[config.mk]
export PLATFORM = sky130hd
export DESIGN_NAME = infer_job_scheduler
export DESIGN_NICKNAME = d
export VERILOG_FILES = /design/src/rtl/infer_pkg.sv /design/src/rtl/infer_job_scheduler_rr_arb2.sv /design/src/rtl/infer_job_scheduler.sv
export SDC_FILE = /design/constraint.sdc
export NUM_CORES = 1
export LEC_CHECK = 0
export CAP_MARGIN = 15
export CORE_MARGIN = 5
export CORE_UTILIZATION = 30
export DETAILED_ROUTE_END_ITERATION = 10
export PLACE_DENSITY = 0.56
export SLEW_MARGIN = 30
export SYNTH_ARGS = -nofsm -noshare
export SYNTH_HDL_FRONTEND = slang
export SYNTH_SLANG_ARGS = --single-unit
[constraint.sdc]
create_clock -name clk -period 3.1 [get_ports clk]
set_input_delay 0.62 -clock clk [delete_from_list [all_inputs] [get_ports clk]]
set_output_delay 0.62 -clock clk [all_outputs]
set_load 0.02 [all_outputs]
[src/rtl/infer_pkg.sv]
// Shared definitions for the inference job scheduler and its accelerator benches:
// FSM state encoding, result width and default watchdog limits.
package infer_pkg;

  localparam int RES_W       = 4;
  localparam int TIMEOUT_DEF = 512;
  localparam int CNT_W_DEF   = 10;

  localparam logic [2:0] S_IDLE  = 3'd0;
  localparam logic [2:0] S_ISSUE = 3'd1;
  localparam logic [2:0] S_WAIT1 = 3'd2;
  localparam logic [2:0] S_WAIT2 = 3'd3;
  localparam logic [2:0] S_DONE  = 3'd4;

  typedef enum logic [2:0] {
    IDLE  = S_IDLE,
    ISSUE = S_ISSUE,
    WAIT1 = S_WAIT1,
    WAIT2 = S_WAIT2,
    DONE  = S_DONE
  } state_e;

endpackage

[src/rtl/infer_job_scheduler_rr_arb2.sv]
// Two-way round-robin arbiter: grants a sole requester directly, otherwise the
// pointer picks; the pointer flips only when a contended grant is taken.
module rr_arb2 (
  input  logic       clk,
  input  logic       rst_n,
  input  logic [1:0] req_i,
  input  logic       update_i,
  output logic [1:0] gnt_o
);

  logic ptr_q, ptr_d;

  always_comb begin
    gnt_o = 2'b00;
    case (req_i)
      2'b01:   gnt_o = 2'b01;
      2'b10:   gnt_o = 2'b10;
      2'b11:   gnt_o = ptr_q ? 2'b10 : 2'b01;
      default: gnt_o = 2'b00;
    endcase
  end

  always_comb begin
    ptr_d = ptr_q;
    if (update_i && (req_i == 2'b11)) begin
      ptr_d = ~ptr_q;
    end
  end

  always_ff @(posedge clk or negedge rst_n) begin
    if (!rst_n) begin
      ptr_q <= 1'b0;
    end else begin
      ptr_q <= ptr_d;
    end
  end

endmodule

[src/rtl/infer_job_scheduler.sv]
// Schedules inference jobs from two requesters onto one accelerator, pairing
// two 4-bit images into a single split run when both are eligible.
module infer_job_scheduler
  import infer_pkg::*;
#(
  parameter int TIMEOUT = TIMEOUT_DEF,
  parameter int CNT_W   = CNT_W_DEF
) (
  input  logic             clk,
  input  logic             rst_n,
  input  logic [1:0]       req,
  input  logic [1:0]       req_lowp,
  output logic [1:0]       gnt,
  output logic [1:0]       done,
  output logic [RES_W-1:0] result,
  output logic             err,
  output logic             acc_start,
  output logic             acc_split,
  input  logic             acc_valid,
  input  logic [RES_W-1:0] acc_result,
  output logic             busy
);

  localparam logic [CNT_W-1:0] TMO_LAST = CNT_W'(TIMEOUT - 1);

  state_e           state_q, state_d;
  logic [1:0]       gnt_q, gnt_d;
  logic             paired_q, paired_d;
  logic             phase_q, phase_d;
  logic [CNT_W-1:0] cnt_q, cnt_d;
  logic [RES_W-1:0] res0_q, res0_d;
  logic [RES_W-1:0] res1_q, res1_d;
  logic             err0_q, err0_d;
  logic             err1_q, err1_d;

  logic [1:0] arb_gnt;
  logic       arb_update;
  logic       pair_req;

  assign pair_req = (req == 2'b11) && (req_lowp == 2'b11);

  rr_arb2 u_rr_arb2 (
    .clk      (clk),
    .rst_n    (rst_n),
    .req_i    (req),
    .update_i (arb_update),
    .gnt_o    (arb_gnt)
  );

  always_comb begin
    state_d    = state_q;
    gnt_d      = gnt_q;
    paired_d   = paired_q;
    phase_d    = phase_q;
    cnt_d      = cnt_q;
    res0_d     = res0_q;
    res1_d     = res1_q;
    err0_d     = err0_q;
    err1_d     = err1_q;
    arb_update = 1'b0;

    case (state_q)
      IDLE: begin
        if (req != 2'b00) begin
          res0_d  = '0;
          res1_d  = '0;
          err0_d  = 1'b0;
          err1_d  = 1'b0;
          phase_d = 1'b0;
          if (pair_req) begin
            gnt_d    = 2'b11;
            paired_d = 1'b1;
          end else begin
            gnt_d      = arb_gnt;
            paired_d   = 1'b0;
            arb_update = 1'b1;
          end
          state_d = ISSUE;
        end
      end

      ISSUE: begin
        cnt_d   = '0;
        state_d = WAIT1;
      end

      // Timeout leaves results at zero; only error flags are raised.
      WAIT1: begin
        if (acc_valid) begin
          res0_d  = acc_result;
          cnt_d   = '0;
          state_d = paired_q ? WAIT2 : DONE;
        end else if (cnt_q == TMO_LAST) begin
          err0_d  = 1'b1;
          err1_d  = paired_q;
          state_d = DONE;
        end else begin
          cnt_d = cnt_q + CNT_W'(1);
        end
      end

      WAIT2: begin
        if (acc_valid) begin
          res1_d  = acc_result;
          cnt_d   = '0;
          state_d = DONE;
        end else if (cnt_q == TMO_LAST) begin
          err1_d  = 1'b1;
          state_d = DONE;
        end else begin
          cnt_d = cnt_q + CNT_W'(1);
        end
      end

      // Paired jobs stay one extra cycle to report requester 1.
      DONE: begin
        if (paired_q && !phase_q) begin
          phase_d = 1'b1;
        end else begin
          state_d  = IDLE;
          gnt_d    = 2'b00;
          paired_d = 1'b0;
          phase_d  = 1'b0;
        end
      end

      default: begin
        state_d = IDLE;
      end
    endcase
  end

  always_ff @(posedge clk or negedge rst_n) begin
    if (!rst_n) begin
      state_q  <= IDLE;
      gnt_q    <= 2'b00;
      paired_q <= 1'b0;
      phase_q  <= 1'b0;
      cnt_q    <= '0;
      res0_q   <= '0;
      res1_q   <= '0;
      err0_q   <= 1'b0;
      err1_q   <= 1'b0;
    end else begin
      state_q  <= state_d;
      gnt_q    <= gnt_d;
      paired_q <= paired_d;
      phase_q  <= phase_d;
      cnt_q    <= cnt_d;
      res0_q   <= res0_d;
      res1_q   <= res1_d;
      err0_q   <= err0_d;
      err1_q   <= err1_d;
    end
  end

  always_comb begin
    done   = 2'b00;
    result = '0;
    err    = 1'b0;
    if (state_q == DONE) begin
      if (paired_q && phase_q) begin
        done   = 2'b10;
        result = res1_q;
        err    = err1_q;
      end else if (paired_q) begin
        done   = 2'b01;
        result = res0_q;
        err    = err0_q;
      end else begin
        done   = gnt_q;
        result = res0_q;
        err    = err0_q;
      end
    end
  end

  assign gnt       = gnt_q;
  assign acc_start = (state_q == ISSUE);
  assign acc_split = acc_start & paired_q;
  assign busy      = (state_q != IDLE);

endmodule

Word level (Yosys, flattened, before mapping)
Cells that the tools add are included.

Logic and storage cells: 96. Register bits after elaboration: 28.

Bitwise logic cells: 2. $add $sub $neg: 1. Reductions and logical operators: 22. Equality and inequality tests: 18. Multiplexer cells: 43.

Operators by type and width (number): two-way mux 10 bit (2); one-hot mux 10 bit (2 select lines) (1); two-way mux 3 bit (6); two-way mux 4 bit (4); inequality test 2 bit, second input constant (8); one-hot mux 4 bit (2 select lines) (2); one-hot mux 3 bit (5 select lines) (1); two-way mux 1 bit (14); two-way mux 2 bit (7); adder 10 x 1 -> 10 bit, second input constant (1); equality test 10 x 9 -> 1 bit, second input constant (1); nonzero test 2 bit (5); AND reduction 3 bit (3); equality test 2 bit, second input constant (3); equality test 3 x 2 -> 1 bit, second input constant (2); one-hot mux 1 bit (2 select lines) (3); one-hot mux 2 bit (3 select lines) (1); AND reduction 2 bit (3); AND reduction 6 bit (1); nonzero test 3 bit (2); logical AND 1 bit (4); one-hot mux 2 bit (2 select lines) (1); AND reduction 4 bit (1); equality test 3 x 1 -> 1 bit, second input constant (1); other kinds (9) (9).

Longest topological paths before layout
Gate-level depths: netlist of run 1.

Depth in word-level cells: 6. Depth in mapped cells: 5. Mapped depth without buffers: 5.

Cells and area by module
A second synthesis of run 1 with hierarchy kept.

Cell total of the unflattened synthesis: 184. Area, all modules: 1601.5 um^2.

By module, submodules not included: infer_job_scheduler (times used 1, area each 1544.0 um^2, cells an instance 178, seq. area each 675.6 um^2); rr_arb2 (times used 1, area each 57.6 um^2, cells an instance 6, seq. area each 25.0 um^2).

Worst setup path before layout of run 1
OpenSTA, ideal clock, no wires.

Path kind: reg-to-output. From: reg state_q[1]. To: out done[0]. Path slack: 1.140 ns. Data arrival time: 1.340 ns. Cell stages (with the launch flop): 5. Data required time: 2.480 ns. Path through: dfrtp_1 buf_4 nor2_1 nand2_1 a21oi_1.

Longest elaborated chain between the ends: 2.

RTL lines: start, declared (RTL line infer_job_scheduler.sv:26) `state_e state_q, state_d;`; start signal, assigned (RTL line infer_job_scheduler.sv:145) `state_q <= state_d;`; equality test 3 bit (RTL line infer_job_scheduler.sv:161) `if (state_q == DONE) begin`; two-way mux 2 bit (RTL line infer_job_scheduler.sv:161); end, declared (RTL line infer_job_scheduler.sv:14) `output logic [1:0] done,`.

No other way between the ends.

Worst setup path after layout of run 1
From: reg state_q[0]. To: out result[0].

Longest elaborated chain between the ends: 2.

RTL lines: equality test 3 bit (RTL line infer_job_scheduler.sv:161); two-way mux 4 bit (RTL line infer_job_scheduler.sv:161); end, declared (RTL line infer_job_scheduler.sv:15) `output logic [RES_W-1:0] result,`.

No other way between the ends.

==> results.md, run 1 <==
- Fmax: 344.8 MHz
- Via-to-Cell Ratio: 5.106
- Cell Pwr Density: 771.8 nW/um^2
- Initial antenna violation count: 0
- CP endpoint kind: output pin
- Hold Crit Class: register to register
- Least-Margin Pin Slew: 0.6855 ns
- ANT cells: 0
- Post-cts resize count: 0
- Crit Path Max Fanout: 15
- Clock slew at reported path FFs: 0.10 ns
- Vias: 1,399
- Ranking of synthesized cells by area: dfrtp_1 (43%), nand2_1 (5.5%), nand3_1 (4.6%), mux2i_1 (3.1%), inv_1 (2.8%)
- Detail Placement HPWL: 2.826 mm
- IO Pins: 23
- Total GRT Usage: 0.1174
- Critical path class: register to output pin
- Cell area after synthesis: 1634 um^2
- Post-route cell area: 1972 um^2
- Area added between synthesis and finish: 20.67%
- Hold WS: 0.5030 ns
- Mapped Avg Cell Area: 8.833 um^2
- Syn_nets: 197
- CTS tree: yes
- Worst EP arrival: 2.28 ns
- # DRC: 0
- Fin. Hold Viols: 0
- First-pass GRT wire length: 6.824 mm
- Hold-fix buffers, CTS: 0
- Placed cell areas: 1917 um^2
- Reg2reg path depth: 5
- Largest net degree at the start of global routing: 29
- Sink Count: 28
- Fin util: 0.3788
- Die H: 83.81 um
- Distinct cells, synth: 50
- Pre-antenna DRT Iters: 4
- Total routed wirelength: 3.940 mm
- Fraction of registers with async set/reset: 1.000
- Num CTS Buffers: 3
- Routed len/inst: 14.38 um
- Lkg Pwr: 0.7606 nW
- IO buf count: 22
- GP Congestion: 0.7452
- Clock skew: 0.005971 ns
- Seq/Total Area, Yosys: 0.4288
- Starting Density: 0.3139
- Final period util: 0.9356
- RSZ-0062 raised after global routing: false
- Mapped Cells: 185
- Max IR drop VDD: 0.3594 mV
- Top cell type's share of synthesized area: 0.4288
- Final nets: 217
- Startpoint Class: register
- Latest clock arrival within the worst-skew pair: 0.28 ns
- Yosys warns: 0
- Post-CTS Repair Setup Buffers: 0
- Die width: 83.81 um
- Slew Viols, Final: 0
- H-tree Lvls: 1
- Hold Path Stages: 1
- Congestion Overflow GR: 0
- Slew headroom: 0.5392
- Synth Register Bits: 28
- Core Box Area: 5205 um^2
- Row count: 26
- Max-Cap Viols: 0
- Layout cell share with drive strength beyond 1: 0.08333
- Cell taking the most area after synthesis: dfrtp_1
- Status: completed
- Final TNS setup: 0 ns
- Period minus WS final: 2.900 ns
- DIE AREA: 7023 um^2
- Post-synth EDFFs: 0
- Remaining antenna violation count: 0
- CTS max path bufs: 2
- Fill cells: 550
- Number of global-route vias before repair: 1,338
- Worst endpoint required time: 2.48 ns
- Final setup viols: 0
- Drt initial violations: 79
- Top FF cell, synth: dfrtp_1
- Clock root buffer: clkbuf_8
-- power breakdown --
group          total (mW)  internal [mW]  switching (mW)
combinational       0.664          0.288           0.376
clock               0.230          0.114           0.116
sequential          0.627          0.478           0.149
-- worst paths after layout --
kind,slack (ns),end,start
worst max-delay path,0.20,result[0],state_q[0]
worst min-delay path,0.50,u_rr_arb2.ptr_q,u_rr_arb2.ptr_q
worst max register to register,1.32,state_q[1],cnt_q[0]
worst min register to register,0.50,u_rr_arb2.ptr_q,u_rr_arb2.ptr_q
max in group asynchronous,2.11,cnt_q[1],rst_n
min in group asynchronous,0.71,err0_q,rst_n
-- worst max-delay path: stages, from the launching register on --
cell	delay [ns]
dfrtp_1	0.56
nor2_1	0.32
nand2_1	0.29
a21oi_1	0.21
clkdlybuf4s50_1	0.63
-- layout by cell type (no fill, tap or decap), types with 6 or more instances in the layout --
cell,n
a21oi_1,8
clkdlybuf4s50_1,22
dfrtp_1,28
inv_1,12
nand2_1,24
nand3_1,15
nand4_1,6
nor2_1,11
nor3_1,6
o21ai_0,7
-- sequential cells by signal (all words and copies together) (netlist names) --
register         flops
cnt_q               10
res0_q               4
res1_q               4
state_q              3
gnt                  2
err0_q               1
err1_q               1
paired_q             1
phase_q              1
u_rr_arb2.ptr_q      1
-- routing by layer --
layer | vias to the layer above | wire, um | global-route usage
met5 | - | 0 | 0
met4 | 0 | 51 | 0.04386
met3 | 6 | 132 | 0.01579
met2 | 22 | 1846 | 0.1837
met1 | 670 | 1909 | 0.1639
li1 | 701 | - | -
-- cell usage after synthesis, drive strengths merged, types with 5 or more instances --
cell    count
nand3      16
dfrtp      28
buf         6
nand2b      5
mux2i       5
nand4       6
inv        12
o21ai       8
nor2       11
a21oi       9
nor3        6
nand2      24
-- cell type report --
cell class              count  area, um^2  share of cell area
multi-input cells         135       840.8              0.4264
flip-flops and latches     28       700.7              0.3553
well taps                  70       87.58             0.04442
clock buffers               4       55.05             0.02792
inverters                  12       45.04             0.02284
repair buffers             25       242.7              0.1231
-- kinds of logic (layout without fill, tap and decap cells) --
kind of cell / after synthesis / after routing / share of synthesized area
simple gates: 85 / 85 / 0.2741
compound gates: 39 / 39 / 0.1753
flops: 28 / 28 / 0.4288
buf+inv: 22 / 41 / 0.05666
xor+xnor: 5 / 5 / 0.02680
mux: 5 / 5 / 0.03063
fa+ha+maj: 1 / 1 / 0.007656
-- metrics by stage --
stage	setup slack (ns)	std cells	total power [mW]
final	0.1995	274	1.522
after global routing	0.03243	274	1.651
after CTS	0.2138	274	1.536
after detailed placement	0.5299	270	1.301
after global placement	0.6114	270	1.289
after floorplan	1.140	185	1.076
(Power assumes the default switching activity.)
==> inputs of run 2 (changes only) <==
Clock period 3.1 ns to 2.7 ns, I/O delays scaled along.
==> results.md, run 2 (synthesis gave the netlist of run 1 again) <==
- Status: completed
- ANT cells: 0
- Cell Pwr Density: 922.8 nW/um^2
- Clock skew: 0.01625 ns
- Top Registers: cnt_q (10), res0_q (4), res1_q (4)
- Die width: 83.81 um
- Reg2reg path depth: 5
- Fin cells: 278
- Critical path class: register to output pin
- Max-Cap Viols: 0
- Slowest CP cell: dfrtp_1
- CP endpoint kind: output pin
- H-tree Lvls: 1
- Area added between synthesis and finish: 23.58%
- Via-to-Cell Ratio: 5.054
- RSZ-0062 raised after global routing: false
- Final period util: 0.9330
- Commonest non-fill, non-tap cell in the layout: dfrtp_1
- Core Box Area: 5205 um^2
- Starting Density: 0.3139
- Hold-fix buffers, CTS: 0
- Worst r2r src: cnt_q[0]
- Fmax: 397.0 MHz
- Layout cell share with drive strength beyond 1: 0.1058
- Detail Placement HPWL: 2.739 mm
- DP Cell Count: 274
- Clock slew at reported path FFs: 0.11 ns
- Total routed wirelength: 3.793 mm
- Hold Crit Class: register to register
- Fin. Hold Viols: 0
- # DRC: 0
- Post-CTS Repair Setup Buffers: 0
- GP Congestion: 0.7984
- CP Cell Sequence: nand2_1, a21oi_1, clkdlybuf4s50_1
- Placed cell areas: 1947 um^2
- Worst EP arrival: 1.98 ns
- Vias: 1,405
- CP top delay family: flip-flops
- Least-Margin Pin Slew: 0.4536 ns
- Most frequent cells in the layout: dfrtp_1 (27), nand2_1 (24), clkdlybuf4s50_1 (22)
- Row count: 26
- Die H: 83.81 um
- Most flops, register: cnt_q
- Total GRT Usage: 0.1160
- Startpoint Class: register
- Post-route cell area: 2019 um^2
- First-pass GRT wire length: 6.789 mm
- CTS max path bufs: 2
- CTS tree: yes
- Remaining antenna violation count: 0
- Latest clock arrival within the worst-skew pair: 0.29 ns
- IO buf count: 22
- Largest register FFs: 10
- Largest net degree at the start of global routing: 29
- Initial antenna violation count: 0
- Lkg Pwr: 0.7859 nW
- Number of global-route vias before repair: 1,382
- Start point of the worst hold path: u_rr_arb2.ptr_q
- Routed len/inst: 13.64 um
- Fill cells: 538
- Sink Count: 28
- Clock root buffer: clkbuf_8
- Hold Path Stages: 1
- Final setup viols: 0
- Period minus WS final: 2.519 ns
- Slew Viols, Final: 0
- Final nets: 221
- Slew headroom: 0.6953
- DIE AREA: 7023 um^2
- Sequential cell area: 701.9 um^2
- CP Launch Point: paired_q
- Final TNS setup: 0 ns
- Num CTS Buffers: 3
- Area of the multi-input gates: 840.8 um^2
- Crit Path Max Fanout: 13
- IO Pins: 23
- Drt initial violations: 75
- Crit path depth: 3
- Largest stage delay, worst path: 0.62 ns
- Bufs and invs on worst path: 1
- Congestion Overflow GR: 0
- Max IR drop VDD: 0.3447 mV
- Worst endpoint required time: 2.16 ns
- Pre-antenna DRT Iters: 4
-- run 2: worst paths after layout --
path | endpoint | slack [ns]
worst max register to register | state_q[1] | 0.94
min in group asynchronous | err0_q | 0.62
worst min-delay path | u_rr_arb2.ptr_q | 0.52
worst min register to register | u_rr_arb2.ptr_q | 0.52
worst max-delay path | done[1] | 0.18
max in group asynchronous | cnt_q[5] | 1.79
-- run 2: final cells by class --
class                      count  share of cell area
clock inverter                 1             0.01487
clock buffer                   3             0.02045
sequential                    28              0.3476
tap                           70             0.04337
inverter                      12             0.02230
timing repair buffer          29              0.1351
multi-input combinational    135              0.4164
-- run 2: through the flow --
step	utilization	total power [mW]	setup slack [ns]	hold slack, ns
after CTS	0.3877	1.883	0.09018	0.5207
after global routing	0.3880	2.025	0.003082	0.5571
after detailed placement	0.3740	1.537	0.4189	0.5015
after global placement	0.3740	1.530	0.4682	0.4809
after floorplan	-	1.236	0.8203	0.2444
final	0.3880	1.864	0.1810	0.5174
-- run 2: timing repair --
| action | in CTS | in global routing |
|---|---|---|
| resized for setup | 0 | 1 |
| endpoints found under the setup margin | 0 | 7 |
| endpoints found under the hold margin | 0 | 0 |
-- run 2: where the power goes --
part	total (mW)	leakage [nW]	internal, mW	switching, mW
clock network	0.339	0.0357	0.199	0.141
registers	0.678	0.374	0.551	0.127
logic	0.846	0.376	0.370	0.476
total	1.86	0.786	1.12	0.744
-- run 2: layer usage --
layer	GRT usage	up-vias	part of all wire
met2	0.1858	19	0.46
li1	-	715	-
met5	0	-	0
met1	0.1601	665	0.50
met4	0.03947	0	0.015
met3	0.01579	6	0.023
